File: config.mk
export PLATFORM = sky130hd
export DESIGN_NAME = memc_ldst_responder
export DESIGN_NICKNAME = d
export VERILOG_FILES = /design/src/rtl/memc_ldst_responder.sv
export SDC_FILE = /design/constraint.sdc
export NUM_CORES = 1
export LEC_CHECK = 0
export ABC_AREA = 1
export CAP_MARGIN = 20
export CORE_UTILIZATION = 40
export DETAILED_ROUTE_END_ITERATION = 16
export PLACE_DENSITY = 0.72
export SETUP_SLACK_MARGIN = 0.2
export SYNTH_ARGS = -nofsm -noshare
export SYNTH_HDL_FRONTEND = slang
export SYNTH_SLANG_ARGS = --single-unit
File: constraint.sdc
create_clock -name clk -period 2.8 [get_ports clk]
set_input_delay 0.56 -clock clk [delete_from_list [all_inputs] [get_ports clk]]
set_output_delay 0.56 -clock clk [all_outputs]
set_load 0.01 [all_outputs]
File: src/rtl/memc_ldst_responder.sv
// LD/ST-side memory access controller: ownership handshake,
// single-port SRAM drive and in-order read return FIFO.
module memc_ldst_responder #(
  parameter int ADDR_W        = 24,
  parameter int DATA_W        = 32,
  parameter int RD_FIFO_DEPTH = 4
) (
  input  logic              clk,
  input  logic              reset_poweron_n,
  input  logic              ldst__memc__request,
  output logic              memc__ldst__granted,
  input  logic              ldst__memc__released,
  input  logic              ldst__memc__write_valid,
  input  logic [ADDR_W-1:0] ldst__memc__write_address,
  input  logic [DATA_W-1:0] ldst__memc__write_data,
  output logic              memc__ldst__write_ready,
  input  logic              ldst__memc__read_valid,
  input  logic [ADDR_W-1:0] ldst__memc__read_address,
  output logic              memc__ldst__read_ready,
  output logic [DATA_W-1:0] memc__ldst__read_data,
  output logic              memc__ldst__read_data_valid,
  input  logic              ldst__memc__read_pause,
  input  logic              other__memc__busy,
  output logic              memc__sram__enable,
  output logic              memc__sram__write,
  output logic [ADDR_W-1:0] memc__sram__address,
  output logic [DATA_W-1:0] memc__sram__wdata,
  input  logic [DATA_W-1:0] sram__memc__rdata,
  output logic              memc__ldst__proto_err
);
  localparam int PW  = $clog2(RD_FIFO_DEPTH);
  localparam int CW  = PW + 1;
  localparam int CW1 = CW + 1;

  typedef enum logic [1:0] {
    IDLE,
    GRANT,
    ACTIVE,
    DRAIN
  } state_t;

  state_t state;
  state_t state_nxt;
  logic   granted_nxt;

  logic              in_flight;
  logic [DATA_W-1:0] fifo [RD_FIFO_DEPTH];
  logic [PW-1:0]     wr_ptr;
  logic [PW-1:0]     rd_ptr;
  logic [CW-1:0]     count;
  logic [CW1-1:0]    credit;

  logic active;
  logic fifo_empty;
  logic fifo_full;
  logic wr_fire;
  logic rd_fire;
  logic push;
  logic pop;
  logic overflow;
  logic push_ok;
  logic err_set;

  assign active     = (state == ACTIVE);
  assign fifo_empty = (count == '0);
  assign fifo_full  = (count == CW'(RD_FIFO_DEPTH));

  // Credit counts the read in the SRAM pipe; a same-cycle pop is ignored.
  assign credit = {1'b0, count} + CW1'(in_flight);

  assign memc__ldst__write_ready = active;
  assign memc__ldst__read_ready  = active
                                && !ldst__memc__write_valid
                                && (credit < CW1'(RD_FIFO_DEPTH));

  assign wr_fire = ldst__memc__write_valid && active;
  assign rd_fire = ldst__memc__read_valid && memc__ldst__read_ready;

  assign memc__sram__enable  = wr_fire || rd_fire;
  assign memc__sram__write   = wr_fire;
  assign memc__sram__address = wr_fire ? ldst__memc__write_address
                             : rd_fire ? ldst__memc__read_address
                             : '0;
  assign memc__sram__wdata   = wr_fire ? ldst__memc__write_data : '0;

  assign memc__ldst__read_data_valid = !fifo_empty && !ldst__memc__read_pause;
  assign memc__ldst__read_data = fifo_empty ? '0 : fifo[rd_ptr];

  assign push     = in_flight;
  assign pop      = memc__ldst__read_data_valid;
  assign overflow = push && fifo_full && !pop;
  assign push_ok  = push && !overflow;

  assign err_set = ((ldst__memc__write_valid || ldst__memc__read_valid) && !active)
                || (ldst__memc__released && !memc__ldst__granted)
                || overflow;

  always_comb begin
    state_nxt   = state;
    granted_nxt = memc__ldst__granted;
    unique case (state)
      IDLE:
        if (ldst__memc__request && !other__memc__busy) state_nxt = GRANT;
      GRANT: begin
        granted_nxt = 1'b1;
        state_nxt   = ACTIVE;
      end
      ACTIVE:
        if (ldst__memc__released || !ldst__memc__request) state_nxt = DRAIN;
      DRAIN:
        if (!in_flight && fifo_empty) begin
          granted_nxt = 1'b0;
          state_nxt   = IDLE;
        end
      default: state_nxt = IDLE;
    endcase
  end

  always_ff @(posedge clk or negedge reset_poweron_n) begin
    if (!reset_poweron_n) begin
      state                 <= IDLE;
      memc__ldst__granted   <= 1'b0;
      memc__ldst__proto_err <= 1'b0;
    end else begin
      state               <= state_nxt;
      memc__ldst__granted <= granted_nxt;
      if (err_set) memc__ldst__proto_err <= 1'b1;
    end
  end

  always_ff @(posedge clk or negedge reset_poweron_n) begin
    if (!reset_poweron_n) begin
      in_flight <= 1'b0;
      wr_ptr    <= '0;
      rd_ptr    <= '0;
      count     <= '0;
    end else begin
      in_flight <= rd_fire;
      if (push_ok) wr_ptr <= wr_ptr + 1'b1;
      if (pop) rd_ptr <= rd_ptr + 1'b1;
      unique case ({push_ok, pop})
        2'b10:   count <= count + 1'b1;
        2'b01:   count <= count - 1'b1;
        default: count <= count;
      endcase
    end
  end

  always_ff @(posedge clk) begin
    if (push_ok) fifo[wr_ptr] <= sram__memc__rdata;
  end

  a_no_overflow: assert property (
    @(posedge clk) disable iff (!reset_poweron_n) !overflow
  );
endmodule

==> summary.md <==
| Metric | Value |
|---|---|
| Final period utilization | 88.9% |
| XOR/XNOR Fraction of Synth Area | 0.419% |
| # rows | 45 |
| Drt first-iter violations | 471 |
| Post-synthesis instance area | 6260 um^2 |
| Worst VDD drop | 0.000649 V |
| Crit Path Max Fanout | 13 |
| Fraction of layout cells with a size suffix above 1 | 10.2% |
| Fin crit period | 2.49 ns |
| Synthesized flop and latch total | 140 |
| Most frequent cells in the layout | nor2_1, edfxtp_1, clkdlybuf4s50_1 |
| Later-pin clock latency in the skew report | 0.41 ns |
| Critical Path RT | 2.24 ns |
| GRT Overall Usage | 22.6% |
| Cts bufs inserted | 17 |
| Status | finished clean |
| Drt wl/cell | 16.5 um |
| Initial core utilization | 41.1% |
| Max Buffers Root-to-Sink | 2 |
| Core area | 15300 um^2 |
| Mean post-synth cell area | 10.1 um^2 |
| Horiz. Die Dim | 127 um |
| # hold bufs at CTS | 0 |
| Finished Cell Area | 9310 um^2 |
| Commonest non-fill, non-tap cell in the layout | nor2_1 |
| Via density per instance | 4.78 |
| Largest net degree at the start of global routing | 54 |
| Routed WL | 17.8 mm |
| First-pass GRT wire length | 26.8 mm |
| Worst Setup Path Type | reg2out |
| Seq/Total Area, Yosys | 66.1% |
| Post-Synthesis Cells | 620 |
| Lkg Pwr | 3.94 nW |
| Post-Synth Simple-Gate Area | 16.7% |
| Synth cell types | 19 |
| Slowest CP cell | clkdlybuf4s50_1 |
| HP Class | in2async |
| Final slew viol count | 0 |
| Critical Path Start Type | flip-flop |
| CTS tree | built |
| Power density over the cells | 847 nW/um^2 |
| Max-cap viol count | 0 |
| RSZ-0062 raised after global routing | false |
| Placed Area | 8790 um^2 |
| 1st-pass router iterations | 7 |
| Mux cell area share after synthesis | 0% |
| Util after Layout | 61.0% |
| Clock transition at the registers of the reported paths | 0.06 ns |
| Area Overhead vs Synth | 48.6% |
| Fmax | 0.402 GHz |
| Final non-filler cell total | 1076 |
| Top delay family on crit path | buffers and inverters |
| Synth Area in Compound Gates | 8.31% |
| Worst path bufs/invs | 3 |
| Drt drc | 0 |
| Final setup viols | 0 |
| Synth Area in Adders | 1.92% |
| Vias in the first global route | 4999 |
| IO Port Bufs | 214 |
| Die Area | 16200 um^2 |
| Chip height | 127 um |
| Antenna violations before repair | 0 |
| Crit-path max cell delay | 0.54 ns |
| IO Count | 215 |
| CTS Root Buffer Type | clkbuf_16 |
| Clock sinks | 140 |
| Worst Path Arrival | 1.93 ns |
| Largest family of logic cells by synthesized area | simple AND/OR/NAND/NOR gates |
| H-Tree Level Count | 4 |
| Total grt overflow | 0 |
| Final hold vios | 0 |
| Final antenna-violating net count | 0 |
| Placed instance count | 1038 |
| Setup crit end kind | output pin |
| Post-detail-place hpwl | 12.3 mm |
| Vias post-DR | 5147 |
| Layout Skew | 0.0104 ns |
| GP Congestion | 0.966 |
| Worst slew margin | 60.9% |
| Syn_nets | 749 |
| Nets | 981 |
| Ys Warns | 0 |
| N_diodes | 0 |
| Slew @ Worst Pin | 0.585 ns |
| Cells along the critical path | inv_2 -> ha_4 -> nand2_2 -> buf_6 -> nor2_1 -> clkdlybuf4s50_1 |
-- worst register-to-register path: stages, from the launching register on --
cell and delay, ns:
dfrtp_1 0.43, nand2_1 0.09, nor2_1 0.04, nand2_1 0.13, nand2_1 0.25, buf_4 0.25, nor2_4 0.08, buf_4 0.28
-- layout make-up --
class,count,area (um^2)
Multi-Input combinational cell,391,1770
Sequential cell,140,4150
Clock inverter,11,121
Fill cell,1304,5950
Timing Repair Buffer,244,2340
Tap cell,211,264
Clock buffer,21,450
Inverter,58,220
-- cell families after synthesis --
family / count (synthesis)
buf+inv: 89
compound gates: 104
simple gates: 275
fa+ha+maj: 9
xor+xnor: 3
flops: 140
-- what timing repair did --
item / in CTS / in global routing
resized for setup: 92 / 34
pin swaps: 1 / 1
setup buffers: 2 / 3
endpoints found under the setup margin: 90 / 23
endpoints found under the hold margin: 0 / 0
gates cloned: 1 / 0
-- layer usage --
layer	vias to the layer above	routed length, um	global-route usage [%]
met3	29	1070	6.37
met4	0	724	12.4
li1	2504	-	-
met1	2408	6490	24.0
met5	-	0	0
met2	206	9470	40.6
-- Yosys cell counts --
master	count	area [um^2]
edfxtp_1	128	3840
buf_6	5	56.3
a21oi_1	35	175
clkbuf_2	4	20.0
ha_1	8	100
buf_4	4	30.0
buf_2	12	60.1
nand3_1	7	35.0
fa_1	1	20.0
nand2_1	92	345
dfrtp_1	12	300
inv_1	54	203
inv_2	4	15.0
nor2_1	175	657
nand3_2	1	10.0
o21ai_1	38	190
clkbuf_1	6	22.5
o21ai_0	31	155
xor2_1	3	26.3
-- stage by stage --
step / TNS (ns) / setup slack [ns] / power, mW / hold WS (ns)
detailed placement: -0.000399 / -0.000399 / 6.09 / 0.493
global route: 0 / 0.208 / 8.38 / 0.527
global placement: 0 / 0.0365 / 6.04 / 0.488
floorplan: 0 / 0.0830 / 4.36 / 0.264
CTS: 0 / 0.0607 / 7.93 / 0.511
finish: 0 / 0.310 / 7.89 / 0.515
-- flip-flops by register name, indices dropped and copies added, names as in the netlist --
register	count
count	3
fifo	128
in_flight	1
memc__ldst__granted	1
memc__ldst__proto_err	1
rd_ptr	2
state	2
wr_ptr	2
-- power breakdown --
| group | internal [mW] | total (mW) | switching (mW) |
|---|---|---|---|
| sequential | 2.40 | 2.48 | 0.0804 |
| combinational | 1.40 | 3.27 | 1.87 |
| clock | 1.33 | 2.13 | 0.805 |
| total | 5.14 | 7.89 | 2.75 |
-- worst paths after layout --
kind | slack (ns) | endpoint | cells past startpoint | start
worst max-delay path | 0.31 | memc__sram__wdata[0] | 6 | state[0]
worst min-delay path | 0.52 | rd_ptr[0] | 1 | reset_poweron_n
worst max register to register | 0.93 | fifo[2][8] | 7 | in_flight
worst min register to register | 0.52 | count[0] | 1 | count[0]
max in group asynchronous | 1.86 | rd_ptr[0] | 1 | reset_poweron_n
min in group clk | 0.52 | count[0] | 1 | count[0]
No activity file was read; power rests on OpenSTA's default activity.
